$ cat src/rtl/framer_pkg.sv
// Shared types and constants for the signal_send framer: FSM state
// encoding, default header bytes and the per-sample byte index helpers.
package framer_pkg;

    typedef enum logic [2:0] {
        ST_IDLE = 3'd0,
        ST_HDR0 = 3'd1,
        ST_HDR1 = 3'd2,
        ST_SEQ  = 3'd3,
        ST_DATA = 3'd4,
        ST_CSUM = 3'd5
    } frame_state_t;

    localparam logic [7:0] DEFAULT_HDR0 = 8'hA5;
    localparam logic [7:0] DEFAULT_HDR1 = 8'h5A;

    // Four bytes per 32-bit sample, so a 2-bit index walks through them.
    localparam int BYTE_IDX_W = 2;
    localparam logic [BYTE_IDX_W-1:0] LAST_BYTE_IDX = 2'd3;

    // Big-endian byte selection: index 0 is the most significant byte.
    function automatic logic [7:0] sample_byte(input logic [31:0] sample,
                                               input logic [BYTE_IDX_W-1:0] idx);
        logic [7:0] b;
        case (idx)
            2'd0:    b = sample[31:24];
            2'd1:    b = sample[23:16];
            2'd2:    b = sample[15:8];
            default: b = sample[7:0];
        endcase
        return b;
    endfunction

endpackage

$ cat src/rtl/send_fifo.sv
// Synchronous sample FIFO with first-word-fall-through read: dout shows the
// oldest entry whenever the FIFO is not empty. Occupancy is a registered
// counter; full/empty are decoded from it, so a same-cycle pop never makes
// room for a push.
module send_fifo #(
    parameter int WIDTH = 32,
    parameter int DEPTH = 16,
    localparam int PTR_W = $clog2(DEPTH),
    localparam int LVL_W = $clog2(DEPTH) + 1
) (
    input  logic             clk,
    input  logic             rst,
    input  logic             push,
    input  logic             pop,
    input  logic [WIDTH-1:0] din,
    output logic [WIDTH-1:0] dout,
    output logic             full,
    output logic             empty,
    output logic [LVL_W-1:0] level
);

    logic [WIDTH-1:0] mem [DEPTH];
    logic [PTR_W-1:0] wr_ptr;
    logic [PTR_W-1:0] rd_ptr;
    logic [LVL_W-1:0] count;
    logic             do_push;
    logic             do_pop;

    assign full    = (count == LVL_W'(DEPTH));
    assign empty   = (count == '0);
    assign do_push = push && !full;
    assign do_pop  = pop && !empty;
    assign dout    = mem[rd_ptr];
    assign level   = count;

    // Storage array; contents need no reset because count gates every read.
    always_ff @(posedge clk) begin
        if (do_push) begin
            mem[wr_ptr] <= din;
        end
    end

    // Pointers wrap naturally since DEPTH is a power of two; count tracks occupancy.
    always_ff @(posedge clk) begin
        if (rst) begin
            wr_ptr <= '0;
            rd_ptr <= '0;
            count  <= '0;
        end else begin
            if (do_push) begin
                wr_ptr <= wr_ptr + PTR_W'(1);
            end
            if (do_pop) begin
                rd_ptr <= rd_ptr + PTR_W'(1);
            end
            case ({do_push, do_pop})
                2'b10:   count <= count + LVL_W'(1);
                2'b01:   count <= count - LVL_W'(1);
                default: count <= count;
            endcase
        end
    end

endmodule

$ cat src/rtl/signal_send_framer.sv
// Buffers the modulated 32-bit sample stream and emits fixed-length byte
// frames (HDR0, HDR1, SEQ, N big-endian samples, XOR checksum) over a
// ready/valid byte interface. The upstream has no backpressure, so samples
// arriving while the FIFO is full are dropped and flagged by a sticky bit.
module signal_send_framer
    import framer_pkg::*;
#(
    parameter int         SAMPLES_PER_FRAME = 8,
    parameter int         FIFO_DEPTH        = 16,
    parameter logic [7:0] HDR0              = DEFAULT_HDR0,
    parameter logic [7:0] HDR1              = DEFAULT_HDR1,
    localparam int        LVL_W             = $clog2(FIFO_DEPTH) + 1
) (
    input  logic             clk,
    input  logic             rst,
    input  logic [31:0]      sample_in,
    input  logic             sample_in_valid,
    output logic [7:0]       byte_out,
    output logic             byte_out_valid,
    input  logic             byte_out_ready,
    output logic             frame_active,
    output logic             overflow,
    output logic [LVL_W-1:0] fifo_level
);

    localparam int              SC_W        = (SAMPLES_PER_FRAME > 1) ? $clog2(SAMPLES_PER_FRAME) : 1;
    localparam logic [SC_W-1:0] LAST_SAMPLE = SC_W'(SAMPLES_PER_FRAME - 1);
    localparam logic [LVL_W-1:0] FRAME_LEVEL = LVL_W'(SAMPLES_PER_FRAME);

    frame_state_t          state;
    frame_state_t          next_state;
    logic [BYTE_IDX_W-1:0] bi;
    logic [SC_W-1:0]       sc;
    logic [7:0]            csum;
    logic [7:0]            seq;

    logic [31:0]           fifo_dout;
    logic                  fifo_full;
    logic                  fifo_empty;
    logic                  fifo_pop;
    logic                  push_ok;
    logic                  xfer;
    logic                  last_byte;
    logic                  last_sample;
    logic [LVL_W-1:0]      level_after;

    assign xfer        = byte_out_valid && byte_out_ready;
    assign last_byte   = (bi == LAST_BYTE_IDX);
    assign last_sample = (sc == LAST_SAMPLE);
    assign push_ok     = sample_in_valid && !fifo_full;
    assign fifo_pop    = (state == ST_DATA) && xfer && last_byte && !fifo_empty;

    // Occupancy after this cycle's update; no pop can happen in CSUM, so only the push counts.
    assign level_after = fifo_level + {{(LVL_W-1){1'b0}}, push_ok};

    send_fifo #(
        .WIDTH (32),
        .DEPTH (FIFO_DEPTH)
    ) u_fifo (
        .clk   (clk),
        .rst   (rst),
        .push  (sample_in_valid),
        .pop   (fifo_pop),
        .din   (sample_in),
        .dout  (fifo_dout),
        .full  (fifo_full),
        .empty (fifo_empty),
        .level (fifo_level)
    );

    // Sticky drop flag: set on any sample that arrives while the FIFO is full.
    always_ff @(posedge clk) begin
        if (rst) begin
            overflow <= 1'b0;
        end else if (sample_in_valid && fifo_full) begin
            overflow <= 1'b1;
        end
    end

    // FSM state register.
    always_ff @(posedge clk) begin
        if (rst) begin
            state <= ST_IDLE;
        end else begin
            state <= next_state;
        end
    end

    // Next-state logic: a frame starts only once a whole frame of samples is buffered.
    always_comb begin
        next_state = state;
        case (state)
            ST_IDLE: if (fifo_level >= FRAME_LEVEL) next_state = ST_HDR0;
            ST_HDR0: if (xfer) next_state = ST_HDR1;
            ST_HDR1: if (xfer) next_state = ST_SEQ;
            ST_SEQ:  if (xfer) next_state = ST_DATA;
            ST_DATA: if (xfer && last_byte && last_sample) next_state = ST_CSUM;
            ST_CSUM: begin
                if (xfer) begin
                    next_state = (level_after >= FRAME_LEVEL) ? ST_HDR0 : ST_IDLE;
                end
            end
            default: next_state = ST_IDLE;
        endcase
    end

    // Output decode from registered state only, so ready never reaches byte_out.
    always_comb begin
        byte_out       = 8'h00;
        byte_out_valid = 1'b0;
        frame_active   = 1'b0;
        case (state)
            ST_HDR0: begin
                byte_out       = HDR0;
                byte_out_valid = 1'b1;
                frame_active   = 1'b1;
            end
            ST_HDR1: begin
                byte_out       = HDR1;
                byte_out_valid = 1'b1;
                frame_active   = 1'b1;
            end
            ST_SEQ: begin
                byte_out       = seq;
                byte_out_valid = 1'b1;
                frame_active   = 1'b1;
            end
            ST_DATA: begin
                byte_out       = sample_byte(fifo_dout, bi);
                byte_out_valid = 1'b1;
                frame_active   = 1'b1;
            end
            ST_CSUM: begin
                byte_out       = csum;
                byte_out_valid = 1'b1;
                frame_active   = 1'b1;
            end
            default: begin
                byte_out       = 8'h00;
                byte_out_valid = 1'b0;
                frame_active   = 1'b0;
            end
        endcase
    end

    // Byte/sample counters, running checksum and frame sequence number.
    always_ff @(posedge clk) begin
        if (rst) begin
            bi   <= '0;
            sc   <= '0;
            csum <= 8'h00;
            seq  <= 8'h00;
        end else if (xfer) begin
            case (state)
                ST_HDR1: csum <= 8'h00;
                ST_SEQ:  csum <= csum ^ byte_out;
                ST_DATA: begin
                    csum <= csum ^ byte_out;
                    bi   <= bi + BYTE_IDX_W'(1);
                    if (last_byte) begin
                        sc <= last_sample ? '0 : sc + SC_W'(1);
                    end
                end
                ST_CSUM: seq <= seq + 8'd1;
                default: ;
            endcase
        end
    end

endmodule

$ cat config.mk
export PLATFORM = sky130hd
export DESIGN_NAME = signal_send_framer
export DESIGN_NICKNAME = d
export VERILOG_FILES = /design/src/rtl/framer_pkg.sv /design/src/rtl/send_fifo.sv /design/src/rtl/signal_send_framer.sv
export SDC_FILE = /design/constraint.sdc
export NUM_CORES = 1
export LEC_CHECK = 0
export CORE_UTILIZATION = 45
export CTS_CLUSTER_DIAMETER = 40
export DETAILED_ROUTE_END_ITERATION = 8
export GPL_ROUTABILITY_DRIVEN = 0
export PLACE_DENSITY = 0.57
export SLEW_MARGIN = 10
export SYNTH_ARGS = -nofsm -noshare
export SYNTH_HDL_FRONTEND = slang
export SYNTH_HIERARCHICAL = 1
export SYNTH_SLANG_ARGS = --single-unit
export TNS_END_PERCENT = 1
$ cat constraint.sdc
create_clock -name clk -period 6.85 [get_ports clk]
set_input_delay 0.685 -clock clk [delete_from_list [all_inputs] [get_ports clk]]
set_output_delay 0.685 -clock clk [all_outputs]
set_load 0.01 [all_outputs]
### Yosys cells after proc, flatten, opt, wreduce, memory -nomap -nowiden

Memories as Yosys holds them, arrays and structs flattened. A register that Yosys moved wholly into a read port is not among the register bits.
Cells that the tools add are included.

| cells by class | value |
|---|---|
| $add $sub $neg | 8 |
| $lt $le $gt $ge | 2 |
| equal/unequal tests | 18 |
| mux-type cells | 18 |
| bitwise gates (word level) | 1 |
| reduce and logical (&&, ||, !) cells | 23 |

Operator list:

| cell | count |
|---|---|
| 8-bit case mux with 5 select lines | 1 |
| 8-bit case mux with 3 select lines | 1 |
| 3-bit two-way mux | 7 |
| 3-bit case mux with 6 select lines | 1 |
| 8-bit case mux with 2 select lines | 1 |
| 5-bit by 4-bit greater-or-equal comparator with 1-bit output (second input constant) | 2 |
| 2-bit inequality test (second input constant) | 5 |
| 5-bit case mux with 2 select lines | 1 |
| 3-bit equality test (second input constant) | 3 |
| 1-bit logical AND | 9 |
| 4-bit by 1-bit adder with 4-bit output (second input constant) | 2 |
| 8-bit by 1-bit adder with 8-bit output (second input constant) | 1 |
| 4-bit two-way mux | 2 |
| 8-bit XOR | 1 |
| 2-bit equality test (second input constant) | 3 |
| 3-bit by 2-bit equality test with 1-bit output (second input constant) | 2 |
| 2-bit AND reduction | 3 |
| 6-bit AND reduction | 1 |
| 5-bit by 1-bit adder with 5-bit output | 1 |
| 5-bit by 1-bit adder with 5-bit output (second input constant) | 1 |
| 5-bit equality test (second input constant) | 1 |
| 5-bit logical NOT | 1 |
| 5-bit OR reduction | 1 |
| 5-bit by 1-bit subtractor with 5-bit output (second input constant) | 1 |
| 12 further kinds | 18 |

| storage, ports and cells | value |
|---|---|
| register bits after elaboration | 38 |
| memory bits (writable) | 512 |
| bits of input ports | 36 |
| logic and storage cells | 80 |
| memories | 1 |

Memories:

| memory | depth | bits a word | rd ports | clocked after memory_dff | write ports | RTL line | RTL |
|---|---|---|---|---|---|---|---|
| u_fifo.mem | 16 | 32 | 1 | 1 | 1 | send_fifo.sv:22 | `logic [WIDTH-1:0] mem [DEPTH];` |

### Depth between registers and ports, before layout

| logic depth | value |
|---|---|
| word-level depth | 10 |
| gate-level depth with buffers | 15 |

### Modules after synthesis

Netlist, hierarchy kept.

By module, submodules not included:

| module | instances | cells each | area an instance (µm²) | sequential area each (µm²) |
|---|---|---|---|---|
| send_fifo | 1 | 909 | 20,120.5 | 15,715.1 |
| signal_send_framer | 1 | 214 | 1,686.6 | 500.5 |

### Worst setup path after synthesis

Ideal clock, no wire load.

| timing | value |
|---|---|
| path type | register -> register |
| start | register u_fifo.count[2], in the netlist u_fifo/level[2] |
| end | memory u_fifo.mem[0][0] (enable) |
| library setup time | 0.461 ns |
| arrival | 3.275 ns |
| required time | 6.389 ns |
| setup slack | 3.114 ns |
| cell stages (with the launch flop) | 7 |
| buffers on the path | 2 |
| clock period less this slack | 3.736 ns |
| cell sequence | dfxtp_1 > buf_2 > or4_4 > buf_6 > o21a_4 > nand2_1 > nor3_1 |

| between the ends | value |
|---|---|
| word-level cells in the longest chain between the ends | 5 |

RTL lines:

| item | RTL line | RTL |
|---|---|---|
| from (decl) | send_fifo.sv:25 | `logic [LVL_W-1:0] count;` |
| from (signal assigned) | send_fifo.sv:57 | `2'b10: count <= count + LVL_W'(1);` |
| from (signal assigned) | send_fifo.sv:58 | `2'b01: count <= count - LVL_W'(1);` |
| from (signal assigned) | send_fifo.sv:59 | `default: count <= count;` |
| 5-bit equality test | send_fifo.sv:29 | `assign full = (count == LVL_W'(DEPTH));` |
| 1-bit logical NOT | send_fifo.sv:31 | `assign do_push = push && !full;` |
| 1-bit logical AND | send_fifo.sv:31 |  |
| 1-bit two-way mux | send_fifo.sv:38 | `if (do_push) begin` |
| 1-bit two-way mux (implied by the code) | send_fifo.sv:39 | `mem[wr_ptr] <= din;` |
| to (decl) | send_fifo.sv:22 |  |

No other way between the ends.

==> Flow_metrics.wiki <==
{| class="wikitable"
! Metric !! Value
|-
| Worst Skew || 27.3 ps
|-
| Total Wirelength || 48000 um
|-
| TritonCTS clock tree || built
|-
| Final routed wire length divided by cell count || 25.1 um
|-
| Violation count after the first detailed-route iteration || 856
|-
| Floorplan row count || 80
|-
| Total area of multi-input combinational cells || 0.00528 mm2
|-
| Crit path DAT || 4630 ps
|-
| Post-synth design cell area || 0.0218 mm2
|-
| Die area || 0.0493 mm2
|-
| Critical path launch point type || register
|-
| First-pass iteration count of the detailed router || 5
|-
| Final net count || 1280
|-
| Final antenna-violating net count || 0
|-
| Critical Setup Path Class || register to output pin
|-
| Max-slew violations || 0
|-
| Timing-limited maximum frequency || 188 MHz
|-
| Most used flip-flop cell after synthesis || edfxtp_1
|-
| Number of fill cells || 3624
|-
| Filler-free cell count of the finished design || 1913
|-
| Power density over cell area || 320 mW/mm2
|-
| Core region area || 0.0477 mm2
|-
| Path type of the worst min-delay path || register to register
|-
| Setup violations, final || 0
|-
| Worst skew pair latency || 620 ps
|-
| Die height || 222 um
|-
| Buffers & Inverters on Critical Path || 3
|-
| Count of input and output buffers || 51
|-
| Sequential cell area in the final layout || 0.0162 mm2
|-
| Commonest non-fill, non-tap cells in the layout || edfxtp_1 (512), mux4_2 (128), clkbuf_16 (87), a22oi_1 (68), clkdlybuf4s50_1 (51)
|-
| Post-detailed-route DRC marker count || 0
|-
| Global route total overflow || 0
|-
| Count of max-cap constraint violations || 0
|-
| Most used cell along the critical path || a22oi_1
|-
| Leak pwr || 0.00849 uW
|-
| Slowest CP cell || dfxtp_4
|-
| Tcrit/Tclk final || 0.776
|-
| Synth warnings || 6
|-
| Final number of hold-violating endpoints || 0
|-
| Headroom to the max-slew limit || 0.306
|-
| Gates resized, CTS repair || 0
|-
| Total via count after detailed routing || 11.0k
|-
| Actual slew at the worst max-slew pin || 1040 ps
|-
| Clock sink total || 554
|-
| Antenna violations before repair || 1
|-
| First-pass GRT wire length || 72800 um
|-
| Count of cell types in the netlist || 55
|-
| Ports placed on the boundary || 52
|-
| Pin count of the biggest net entering global routing || 50
|-
| Total GRT Usage || 0.202
|-
| Longest Clk Path Bufs || 3
|-
| FFs w/ async S/R, synth || 0
|-
| Maximum fanout along the worst path || 27
|-
| Most common library cell in the layout ignoring fill and taps || edfxtp_1
|-
| Delay of the slowest critical-path stage || 710 ps
|-
| Fraction of final layout cells sized beyond drive strength 1 || 0.257
|-
| Ordered list of cells on the worst path || buf_4 -> mux4_2 -> a22oi_1 -> nand2_1 -> a222oi_1 -> mux2i_1 -> a22oi_1 -> inv_1 -> clkdlybuf4s50_1
|-
| Horizontal extent of the die || 222 um
|-
| Post-CTS Repair Setup Buffers || 0
|-
| Layout Area Growth over Synthesis || 20.0%
|-
| Total instance count after detailed placement || 1755
|-
| Critical path data required time || 6160 ps
|-
| Cts-stage hold buffer count || 0
|-
| Setup repair after global routing missed its margin || false
|-
| Worst Setup Slack post-DPL || 2160 ps
|-
| Peak supply drop || 0.190 mV
|-
| Clk slew on worst S/H paths || 50 ps
|-
| Least setup slack across all paths after layout || 1530 ps
|-
| Placed wire-length estimate || 25200 um
|-
| Min Clock Period, post-route || 5320 ps
|-
| Via-per-instance ratio || 5.73
|-
| Average size of a mapped cell || 19.4 um2
|-
| Via count of the first global-routing pass || 11.4k
|-
| Total nets after synthesis || 1177
|-
| Post-synthesis cell count || 1123
|-
| Capturing element type of the critical path || output pin
|-
| Register bit total from synthesis || 554
|-
| Cts bufs inserted || 84
|-
| Effective utilization at floorplan || 0.457
|-
| Post-synth EDFFs || 512
|-
| Clock tree root driver cell || clkbuf_16
|-
| H-tree depth || 3
|-
| Final sum of negative setup slack || 0 ps
|-
| Sequential share of the synthesized area || 0.744
|-
| Antenna fix cells || 0
|-
| Family with the most delay on the worst path || compound AO/OA/AOI/OAI gates
|-
| Result of the run || finished clean
|}
==> state kept, by name, summed over array words and instances (netlist names), named ones only <==
signal	flops
u_fifo/wr_ptr	4
overflow	1
sc	3
u_fifo/level	5
state	3
seq	8
u_fifo/mem	512
u_fifo/rd_ptr	4
csum	8
bi	2
==> metal layers <==
metal  global-route usage  up-vias  wire, um
li1                     -     4816         -
met1                0.280     5757     21100
met4               0.0683        0      1190
met2                0.325      296     23400
met5                    0        -         0
met3               0.0375       88      2350
==> worst register-to-register path, stage by stage, from the launching register on <==
cell	delay, ps
dfxtp_1	670
nor3b_1	250
buf_4	220
nand3_1	250
nor2_1	490
o21ai_4	140
inv_1	90
ha_1	330
xor2_1	190
ha_1	210
inv_1	70
a21o_1	160
a221oi_1	340
mux2_2	380
==> final cells by class <==
type | instances | area share
tap | 615 | 0.0294
clock inverter | 58 | 0.0292
sequential | 554 | 0.620
timing repair buffer | 85 | 0.0293
clock buffer | 100 | 0.0854
multi-input combinational | 464 | 0.202
inverter | 37 | 0.00531
==> kinds of logic (layout without fill, tap and decap cells) <==
family	Yosys count	in the layout	synth area share
flip-flops	554	554	0.744
AND/OR/NAND/NOR	158	158	0.0347
multiplexers	142	142	0.139
AO/OA/AOI/OAI	128	128	0.0450
buffers and inverters	105	280	0.0205
adder cells (fa/ha/maj)	18	18	0.0103
XOR/XNOR	18	18	0.00723
==> synth_stat cells, types with 2 or more instances <==
library cell | n | area (um2)
nand2_1 | 49 | 184
a221oi_1 | 5 | 43.8
buf_1 | 4 | 15.0
mux2i_1 | 13 | 130
nand4b_1 | 2 | 17.5
nand3b_1 | 2 | 15.0
ha_1 | 18 | 225
o211ai_2 | 2 | 25.0
and3_1 | 3 | 18.8
buf_4 | 2 | 15.0
o311ai_0 | 6 | 52.6
inv_1 | 37 | 139
mux4_2 | 128 | 2880
nor4_1 | 2 | 12.5
a21oi_1 | 18 | 90.1
a22oi_1 | 68 | 510
dfxtp_1 | 42 | 841
nor2b_1 | 8 | 50.1
and2_1 | 2 | 12.5
o22ai_1 | 4 | 25.0
nand3_1 | 12 | 60.1
buf_2 | 18 | 90.1
o21a_1 | 2 | 15.0
or3_1 | 5 | 31.3
xnor2_1 | 10 | 87.6
edfxtp_1 | 512 | 15400
o21ai_0 | 5 | 25.0
xor2_1 | 8 | 70.1
clkbuf_1 | 40 | 150
nor2_1 | 49 | 184
nand2b_1 | 4 | 25.0
buf_6 | 3 | 33.8
a222oi_1 | 8 | 80.1
nor3_1 | 10 | 50.1
o211ai_1 | 2 | 15.0
==> power breakdown <==
group	total (uW)	switching, uW	internal [uW]
Sequential	3750	12.3	3740
Clock	4440	1560	2890
Combinational	181	122	59.6
==> worst paths after layout <==
path                               start              end  slack, ps  cells after the start
worst max-delay path            register      byte_out[7]       1530                      9
worst min-delay path            overflow         overflow        470                      2
worst max register to register  state[2]  u_fifo/level[4]       2950                     13
worst min register to register  overflow         overflow        470                      2
==> stage by stage <==
step	instance area [um2]	util	hold slack (ps)	power, uW
finish	26200	0.548	470	8380
CTS	26200	0.548	480	8470
floorplan	21800	-	451	3900
global placement	23200	0.485	450	4000
global route	26200	0.548	504	8610
detailed placement	23200	0.485	469	4010
(Power assumes the default switching activity.)
